[src/rtl/apb_master_bridge_if.sv]
// Bundle of the command, response and APB signals of apb_master_bridge.
// master: the bridge's view (drives cmd_ready, rsp_*, APB request signals).
// slave:  the surrounding environment's view (command source, APB slave).
interface apb_master_bridge_if #(
    parameter int ADDR_WIDTH = 5,
    parameter int DATA_WIDTH = 32
);
    logic                  cmd_valid;
    logic                  cmd_ready;
    logic                  cmd_write;
    logic [ADDR_WIDTH-1:0] cmd_addr;
    logic [DATA_WIDTH-1:0] cmd_wdata;

    logic                  rsp_valid;
    logic [DATA_WIDTH-1:0] rsp_rdata;
    logic                  rsp_err;

    logic                  psel;
    logic                  penable;
    logic                  pwrite;
    logic [ADDR_WIDTH-1:0] addr;
    logic [DATA_WIDTH-1:0] pwdata;
    logic                  pready;
    logic                  pslverr;
    logic [DATA_WIDTH-1:0] prdata;

    modport master (
        input  cmd_valid, cmd_write, cmd_addr, cmd_wdata,
        output cmd_ready,
        output rsp_valid, rsp_rdata, rsp_err,
        output psel, penable, pwrite, addr, pwdata,
        input  pready, pslverr, prdata
    );

    modport slave (
        output cmd_valid, cmd_write, cmd_addr, cmd_wdata,
        input  cmd_ready,
        input  rsp_valid, rsp_rdata, rsp_err,
        input  psel, penable, pwrite, addr, pwdata,
        output pready, pslverr, prdata
    );
endinterface

[src/rtl/apb_master_bridge.sv]
// Valid/ready command to APB master bridge, one transfer at a time.
// Optional build macro APB_TIMEOUT_EN: abandons an ACCESS phase that has
// waited TIMEOUT_CYCLES cycles without pready and reports it as an error.
//
// state     | meaning
// ----------+-----------------------------------------------------------
// ST_IDLE   | cmd_ready high; accepts a command and latches it onto APB
// ST_SETUP  | psel high, penable low; always one cycle
// ST_ACCESS | psel and penable high; waits for pready (or timeout)
module apb_master_bridge #(
    parameter int ADDR_WIDTH     = 5,
    parameter int DATA_WIDTH     = 32,
    parameter int TIMEOUT_CYCLES = 16
) (
    input  logic                clk,
    input  logic                resetn,
    apb_master_bridge_if.master bus
);

    typedef enum logic [1:0] {
        ST_IDLE   = 2'b00,
        ST_SETUP  = 2'b01,
        ST_ACCESS = 2'b10
    } state_t;

    if (TIMEOUT_CYCLES < 1) begin : g_bad_timeout
        $error("apb_master_bridge: TIMEOUT_CYCLES must be at least 1");
    end

    state_t                state_q, state_d;
    logic                  psel_q, psel_d;
    logic                  penable_q, penable_d;
    logic                  pwrite_q, pwrite_d;
    logic [ADDR_WIDTH-1:0] addr_q, addr_d;
    logic [DATA_WIDTH-1:0] pwdata_q, pwdata_d;
    logic                  rsp_valid_q, rsp_valid_d;
    logic [DATA_WIDTH-1:0] rsp_rdata_q, rsp_rdata_d;
    logic                  rsp_err_q, rsp_err_d;

`ifdef APB_TIMEOUT_EN
    localparam int CNT_W = $clog2(TIMEOUT_CYCLES + 1);
    logic [CNT_W-1:0] wait_cnt_q, wait_cnt_d;
`endif

    // Next-state and registered-output decode for the transfer sequence.
    always_comb begin
        state_d     = state_q;
        psel_d      = psel_q;
        penable_d   = penable_q;
        pwrite_d    = pwrite_q;
        addr_d      = addr_q;
        pwdata_d    = pwdata_q;
        rsp_valid_d = 1'b0;
        rsp_rdata_d = rsp_rdata_q;
        rsp_err_d   = rsp_err_q;
`ifdef APB_TIMEOUT_EN
        wait_cnt_d  = wait_cnt_q;
`endif
        case (state_q)
            ST_IDLE: begin
                psel_d    = 1'b0;
                penable_d = 1'b0;
                if (bus.cmd_valid) begin
                    pwrite_d = bus.cmd_write;
                    addr_d   = bus.cmd_addr;
                    // Reads present zero on pwdata rather than stale data.
                    pwdata_d = bus.cmd_write ? bus.cmd_wdata : '0;
                    psel_d   = 1'b1;
                    state_d  = ST_SETUP;
                end
            end
            ST_SETUP: begin
                psel_d    = 1'b1;
                penable_d = 1'b1;
                state_d   = ST_ACCESS;
`ifdef APB_TIMEOUT_EN
                wait_cnt_d = '0;
`endif
            end
            ST_ACCESS: begin
                if (bus.pready) begin
                    state_d     = ST_IDLE;
                    psel_d      = 1'b0;
                    penable_d   = 1'b0;
                    rsp_valid_d = 1'b1;
                    rsp_err_d   = bus.pslverr;
                    rsp_rdata_d = pwrite_q ? '0 : bus.prdata;
                end
`ifdef APB_TIMEOUT_EN
                // This is the TIMEOUT_CYCLES-th ACCESS cycle without pready.
                else if (wait_cnt_q == CNT_W'(TIMEOUT_CYCLES - 1)) begin
                    state_d     = ST_IDLE;
                    psel_d      = 1'b0;
                    penable_d   = 1'b0;
                    rsp_valid_d = 1'b1;
                    rsp_err_d   = 1'b1;
                    rsp_rdata_d = '0;
                end else begin
                    wait_cnt_d = wait_cnt_q + CNT_W'(1);
                end
`endif
            end
            default: begin
                state_d   = ST_IDLE;
                psel_d    = 1'b0;
                penable_d = 1'b0;
                pwrite_d  = 1'b0;
                addr_d    = '0;
                pwdata_d  = '0;
            end
        endcase
    end

    // State and output registers; reset aborts any transfer in flight.
    always_ff @(posedge clk or negedge resetn) begin
        if (!resetn) begin
            state_q     <= ST_IDLE;
            psel_q      <= 1'b0;
            penable_q   <= 1'b0;
            pwrite_q    <= 1'b0;
            addr_q      <= '0;
            pwdata_q    <= '0;
            rsp_valid_q <= 1'b0;
            rsp_rdata_q <= '0;
            rsp_err_q   <= 1'b0;
        end else begin
            state_q     <= state_d;
            psel_q      <= psel_d;
            penable_q   <= penable_d;
            pwrite_q    <= pwrite_d;
            addr_q      <= addr_d;
            pwdata_q    <= pwdata_d;
            rsp_valid_q <= rsp_valid_d;
            rsp_rdata_q <= rsp_rdata_d;
            rsp_err_q   <= rsp_err_d;
        end
    end

`ifdef APB_TIMEOUT_EN
    // ACCESS-phase wait counter.
    always_ff @(posedge clk or negedge resetn) begin
        if (!resetn) begin
            wait_cnt_q <= '0;
        end else begin
            wait_cnt_q <= wait_cnt_d;
        end
    end
`endif

    assign bus.cmd_ready = (state_q == ST_IDLE);
    assign bus.rsp_valid = rsp_valid_q;
    assign bus.rsp_rdata = rsp_rdata_q;
    assign bus.rsp_err   = rsp_err_q;
    assign bus.psel      = psel_q;
    assign bus.penable   = penable_q;
    assign bus.pwrite    = pwrite_q;
    assign bus.addr      = addr_q;
    assign bus.pwdata    = pwdata_q;

endmodule

[src/flat_wrapper.sv]
// flat-port wrapper written by rule: the top's interface ports become plain ports
module apb_master_bridge_flat 
#(
    parameter int ADDR_WIDTH     = 5,
    parameter int DATA_WIDTH     = 32,
    parameter int TIMEOUT_CYCLES = 16
)
  (clk, resetn, bus_cmd_valid, bus_cmd_write, bus_cmd_addr, bus_cmd_wdata, bus_cmd_ready, bus_rsp_valid, bus_rsp_rdata, bus_rsp_err, bus_psel, bus_penable, bus_pwrite, bus_addr, bus_pwdata, bus_pready, bus_pslverr, bus_prdata);
  apb_master_bridge_if #(.ADDR_WIDTH(ADDR_WIDTH), .DATA_WIDTH(DATA_WIDTH)) bus_i ();
  input  logic clk;
  input  logic resetn;
  input wire logic [$bits(bus_i.cmd_valid)-1:0] bus_cmd_valid;
  input wire logic [$bits(bus_i.cmd_write)-1:0] bus_cmd_write;
  input wire logic [$bits(bus_i.cmd_addr)-1:0] bus_cmd_addr;
  input wire logic [$bits(bus_i.cmd_wdata)-1:0] bus_cmd_wdata;
  output wire logic [$bits(bus_i.cmd_ready)-1:0] bus_cmd_ready;
  output wire logic [$bits(bus_i.rsp_valid)-1:0] bus_rsp_valid;
  output wire logic [$bits(bus_i.rsp_rdata)-1:0] bus_rsp_rdata;
  output wire logic [$bits(bus_i.rsp_err)-1:0] bus_rsp_err;
  output wire logic [$bits(bus_i.psel)-1:0] bus_psel;
  output wire logic [$bits(bus_i.penable)-1:0] bus_penable;
  output wire logic [$bits(bus_i.pwrite)-1:0] bus_pwrite;
  output wire logic [$bits(bus_i.addr)-1:0] bus_addr;
  output wire logic [$bits(bus_i.pwdata)-1:0] bus_pwdata;
  input wire logic [$bits(bus_i.pready)-1:0] bus_pready;
  input wire logic [$bits(bus_i.pslverr)-1:0] bus_pslverr;
  input wire logic [$bits(bus_i.prdata)-1:0] bus_prdata;
  assign bus_i.cmd_valid = bus_cmd_valid;
  assign bus_i.cmd_write = bus_cmd_write;
  assign bus_i.cmd_addr = bus_cmd_addr;
  assign bus_i.cmd_wdata = bus_cmd_wdata;
  assign bus_cmd_ready = bus_i.cmd_ready;
  assign bus_rsp_valid = bus_i.rsp_valid;
  assign bus_rsp_rdata = bus_i.rsp_rdata;
  assign bus_rsp_err = bus_i.rsp_err;
  assign bus_psel = bus_i.psel;
  assign bus_penable = bus_i.penable;
  assign bus_pwrite = bus_i.pwrite;
  assign bus_addr = bus_i.addr;
  assign bus_pwdata = bus_i.pwdata;
  assign bus_i.pready = bus_pready;
  assign bus_i.pslverr = bus_pslverr;
  assign bus_i.prdata = bus_prdata;
  apb_master_bridge #(.ADDR_WIDTH(ADDR_WIDTH), .DATA_WIDTH(DATA_WIDTH), .TIMEOUT_CYCLES(TIMEOUT_CYCLES)) u_core (.clk(clk), .resetn(resetn), .bus(bus_i));
endmodule
[config.mk]
export PLATFORM = sky130hd
export DESIGN_NAME = apb_master_bridge_flat
export DESIGN_NICKNAME = d
export VERILOG_FILES = /design/src/rtl/apb_master_bridge_if.sv /design/src/rtl/apb_master_bridge.sv /design/src/flat_wrapper.sv
export SDC_FILE = /design/constraint.sdc
export NUM_CORES = 1
export LEC_CHECK = 0
export CAP_MARGIN = 0
export CORE_MARGIN = 4
export CORE_UTILIZATION = 45
export DETAILED_ROUTE_END_ITERATION = 8
export DONT_BUFFER_PORTS = 1
export GPL_ROUTABILITY_DRIVEN = 0
export HOLD_SLACK_MARGIN = 0.15
export SLEW_MARGIN = 20
export SYNTH_ARGS = -nofsm -noshare
export SYNTH_HDL_FRONTEND = slang
export SYNTH_SLANG_ARGS = --single-unit
[constraint.sdc]
create_clock -name clk -period 2.07 [get_ports clk]
set_input_delay 0.621 -clock clk [delete_from_list [all_inputs] [get_ports clk]]
set_output_delay 0.621 -clock clk [all_outputs]
set_load 0.02 [all_outputs]
* Word level (Yosys, flattened, before mapping)
Index checks and enable logic that the tools add are counted.
** Word-level totals
- Word-level logic and storage cells :: 36
- Register bits :: 76
- Output and inout port bits :: 75
- Input bits :: 75
** Operators by class
- Eq/ne operators :: 4
- Reductions and logical operators :: 5
- Multiplexer cells :: 17
- Bitwise operators :: 1
** Operators by type and width (count)
- 2-to-1 mux 32 bit :: 3
- one-hot mux 32 bit (2 select lines) :: 1
- one-hot mux 5 bit (2 select lines) :: 1
- one-hot mux 2 bit (3 select lines) :: 1
- AND reduction 2 bit :: 3
- 2-to-1 mux 1 bit :: 5
- 2-to-1 mux 5 bit :: 1
- 2-to-1 mux 2 bit :: 2
- inequality test 2 bit (second input constant) :: 2
- one-hot mux 1 bit (2 select lines) :: 2
- one-hot mux 1 bit (3 select lines) :: 1
- == test 2 x 1 -> 1 bit (second input constant) :: 1
- == test 2 bit (second input constant) :: 1
- zero test 2 bit :: 1
- OR reduction 2 bit :: 1
- NOT 1 bit :: 1

* Logic depth before layout (Yosys ltp)
- Depth in word-level cells :: 4
- Depth in mapped cells :: 8
- Depth with buffers taken out :: 5

* Least setup slack after synthesis
Ideal clock, no wire load.
- Path kind :: flip-flop to flip-flop
- Start :: register u_core.state_q[0]
- End :: register u_core.pwdata_q[10] (netlist: u_core.bus.pwdata[10])
- Setup time :: 121 ps
- Period minus slack after synthesis :: 1741 ps
- Cell stages (with the launch flop) :: 9
- Slack :: 329 ps
- Data required time :: 1949 ps
- Buffers on the path :: 3
- Arrival :: 1620 ps
- Cells stage by stage :: dfrtp_1 > inv_1 > ha_1 > nor2b_1 > buf_6 > or2_1 > buf_6 > buf_6 > a22o_1
** Between the ends
- Elaborated cells on any way between the ends :: 8
- Those cells by class :: eq/ne (3); mux (1); bitwise (1); reduce/logical (3)
** RTL lines
- start: declaration :: RTL line apb_master_bridge.sv:30 : state_t state_q, state_d;
- start signal: assignment :: RTL line apb_master_bridge.sv:127 : state_q <= state_d;
- zero test 2 bit (*)
- net bus_cmd_ready :: RTL line flat_wrapper.sv:16 : output wire logic [$bits(bus_i.cmd_ready)-1:0] bus_cmd_ready;
- inequality test 2 bit (no line)
- AND reduction 2 bit (no line)
- end signal: assignment :: RTL line apb_master_bridge.sv:132 : pwdata_q <= pwdata_d;
- end: declaration :: RTL line apb_master_bridge.sv:35 : logic [DATA_WIDTH-1:0] pwdata_q, pwdata_d;
The timed path passes the listed nets; every way through them passes the cells marked *.
A chain may end at the register's enable or synchronous reset.

* Worst setup path in the final report
- Start :: register u_core.state_q[0]
- End :: register u_core.pwdata_q[5] (netlist: u_core.bus.pwdata[5])
** Between the ends
- Word-level cells in the longest chain between the ends :: 4
- Elaborated cells on any way between the ends :: 8
- Those cells by class :: eq/ne (3); mux (1); bitwise (1); reduce/logical (3)
** RTL lines
- == test 2 x 1 -> 1 bit or == test 2 bit (tied branches) :: RTL line apb_master_bridge.sv:59 : case (state_q)
- OR reduction 2 bit (no line)
- NOT 1 bit (no line)
- AND reduction 2 bit (no line)
Several ways; a longest one is shown, not always the timed one.

==> impl_metrics.csv <==
group,metric,value,unit
status,outcome,"complete, but fails checks",
status,violations,"negative hold slack",
die,core,6459,sq um
route,drt_iter0_markers,64,
route,detail_route.vias_per_cell,5.468,
clocking,clock-sinks,76,
sta,finalSetupTns,0,ns
clocking,post_cts_buffers,0,
synth,synthCells,263,
setup_path,r2r_start,"u_core.state_q[0]",
placed_design,postPlaceCellArea,3082,sq um
synth,synth_warnings,0,
die,rows,29,
route,avgRoutedWirePerCell,19.12,um
clocking,path_clk_slew,0.08,ns
die,start_util,0.4702,
synth,synth_cell_type_count,20,
layout,area_growth,7.005,%
clocking,clk_latency,0.33,ns
sta,fin_hold_ws,-0.01992,ns
route,num_vias,1870,
setup_path,cp_max_fo,32,
pwr,fin_total_pwr,5494,uW
global_route,grt.total_usage,0.1621,
route,ant_nets,0,
layout,layout.nets,340,
die,die_width,90.15,um
clocking,cts_root_buffer,"clkbuf_8",
sta,fin_skew,0.009298,ns
sta,fmax,526.3,MHz
die,ioPinCount,150,
global_route,antenna_found_initial,0,
setup_path,rrSetupSlack,0.17,ns
layout,fillers,563,
layout,fin_util,0.5031,
placed_design,portBuffers,0,
global_route,grt_pass1_wl,10.59,mm
synth,ys_ff_latch,76,
job,max_cap_violations,0,
setup_path,cp.arrival,2.16,ns
die,fp.dieArea,8126,sq um
sta,finalSetupViolCount,0,
hold_path,hold_class,"primary input to async pin",
route,routed_wl,6.538,mm
setup_path,crit_start,"u_core.state_q[0]",
sta,finalMaxSlewViolations,0,
synth,yosysSeqAreaShare,0.6263,
pwr,peakVddDrop,0.8731,mV
pwr,p_per_area,1691,nW/um^2
synth,synth_area_leaders,"dfrtp_1 (63%), a22o_1 (8.9%), nand2b_1 (6.6%)",
layout,final_cells,342,
setup_path,endpoint,"u_core.bus.pwdata[5]",
sta,rsz0062_at_grt,"no",
setup_path,reg2reg_to,"u_core.bus.pwdata[5]",
sta,hold_viol,68,
placed_design,dp.cells,327,
sta,fin_crit_sh,0.9180,
route,first_pass_iters,4,
layout,diodes,0,
die,die_h,90.15,um
pwr,p_leak,0.001596,uW
route,drc,0,
clocking,cts_made_buffers,9,
setup_path,crit_required,2.33,ns
synth,netlist_area,3037,sq um
sta,maxSlewHeadroom,0.6388,
sta,post-route-min-period,1.900,ns
layout,final_area,3249,sq um
setup_path,worst_setup_path_start_kind,"register",
layout,drive_gt1_frac,0.09811,
global_route,grt_max_degree,77,
global_route,grt_pass1_vias,1921,
clocking,cts_tree,"yes",
placed_design,dp.final_hpwl,4.567,mm
clocking,clock_path_buffers,2,
setup_path,r2r_cells,6,
synth,synth.avg_cell_area,11.55,sq um
clocking,h-tree-depth,3,
global_route,grt-ovfl-total,0,
setup_path,worstSetupPathType,"register to register",
sta,tightest_slew,0.5406,ns
synth,synth_top_area_cell,"dfrtp_1",
synth,synth_top_area_frac,0.6263,
setup_path,end_kind,"register",
synth,synthesis.nets,342,
==> worst min path at each step <==
stage | to | slack, ns | cells past startpoint
after CTS | u_core.bus.pwdata[13] | -0.04 | 0
after global routing | u_core.bus.pwdata[13] | -0.06 | 0
final | u_core.bus.pwdata[13] | -0.02 | 0
after floorplan | u_core.bus.addr[0] | 0.33 | 0
after detailed placement | u_core.bus.rsp_rdata[6] | 0.33 | 0
after global placement | u_core.bus.rsp_rdata[6] | 0.33 | 0
==> cell usage after synthesis <==
| cell | number |
|---|---|
| clkbuf_2 | 1 |
| ha_1 | 4 |
| o21ai_1 | 4 |
| a22o_1 | 31 |
| or2_1 | 1 |
| buf_2 | 4 |
| and4b_1 | 1 |
| a21oi_1 | 1 |
| a21o_1 | 1 |
| nand2b_1 | 32 |
| nor2b_1 | 3 |
| o21ai_0 | 30 |
| nor2_1 | 1 |
| inv_1 | 3 |
| nand2_1 | 46 |
| a32oi_1 | 5 |
| dfrtp_1 | 76 |
| mux2_2 | 4 |
| clkbuf_1 | 10 |
| buf_6 | 5 |
==> cells by family (layout without fill, tap and decap cells) <==
kind of cell,after synthesis,after routing,synth area share
buf+inv,23,25,0.04285
mux,4,4,0.01483
flops,76,76,0.6263
fa+ha+maj,4,4,0.01648
compound gates,72,72,0.1640
simple gates,84,84,0.1356
==> final cells by class <==
class | count | area [sq um] | share of cell area
Clock buffer | 11 | 141.4 | 0.04351
Tap cell | 77 | 96.34 | 0.02965
Clock inverter | 4 | 26.28 | 0.008086
Sequential cell | 76 | 1902 | 0.5853
Multi-Input combinational cell | 164 | 1007 | 0.3100
Timing Repair Buffer | 7 | 65.06 | 0.02002
Inverter | 3 | 11.26 | 0.003466
==> sequential cells by signal, indices dropped and copies added (netlist names) <==
name,count
u_core.bus.rsp_valid,1
u_core.bus.pwdata,32
u_core.state_q,2
u_core.bus.addr,5
u_core.bus.rsp_err,1
u_core.bus.rsp_rdata,32
u_core.bus.penable,1
u_core.bus.psel,1
u_core.bus.pwrite,1
==> cells in the final DEF, fill, tap and decap left out, types with 3 or more instances in the layout <==
cell type,instances
clkbuf_8,10
nand2b_1,32
a32oi_1,5
mux2_2,4
a22o_1,31
o21ai_0,30
nand2_1,45
buf_4,6
dfrtp_1,76
o21ai_1,4
ha_1,4
inv_1,3
nor2b_1,3
==> power by group <==
part	switching, uW	leakage [uW]	total [uW]	internal (uW)
clock network	498	0.0000852	958	460
registers	1130	0.000999	3180	2050
logic	747	0.000512	1360	610
==> critical path, cell delays in order, from the launching register on <==
cell	delay, ns
dfrtp_1	0.40
inv_1	0.11
ha_1	0.16
nor2b_1	0.46
or2_1	0.17
buf_4	0.33
a22o_1	0.19
==> repair_timing <==
item | 4_1_cts | 5_1_grt
gates resized for setup | 0 | 0
endpoints found under the hold margin | 76 | 76
setup endpoints to repair | 0 | 0
==> metrics by stage <==
stage	setup slack [ns]	hold slack (ns)
2_1_floorplan	0.3290	0.3254
3_3_place_gp	0.3200	0.3272
3_5_place_dp	0.2225	0.3276
4_1_cts	0.1908	-0.04300
5_1_grt	0.01354	-0.05554
6_report	0.1698	-0.01992
==> per-layer routing <==
layer / routed length (um) / global-route usage / up-vias
met5: 0 / 0 / -
met1: 2789 / 0.2122 / 881
met2: 3029 / 0.2402 / 86
li1: - / - / 894
met4: 78 / 0.05740 / 0
met3: 640 / 0.07012 / 9
Note: power is estimated with default switching activity, not from simulation.
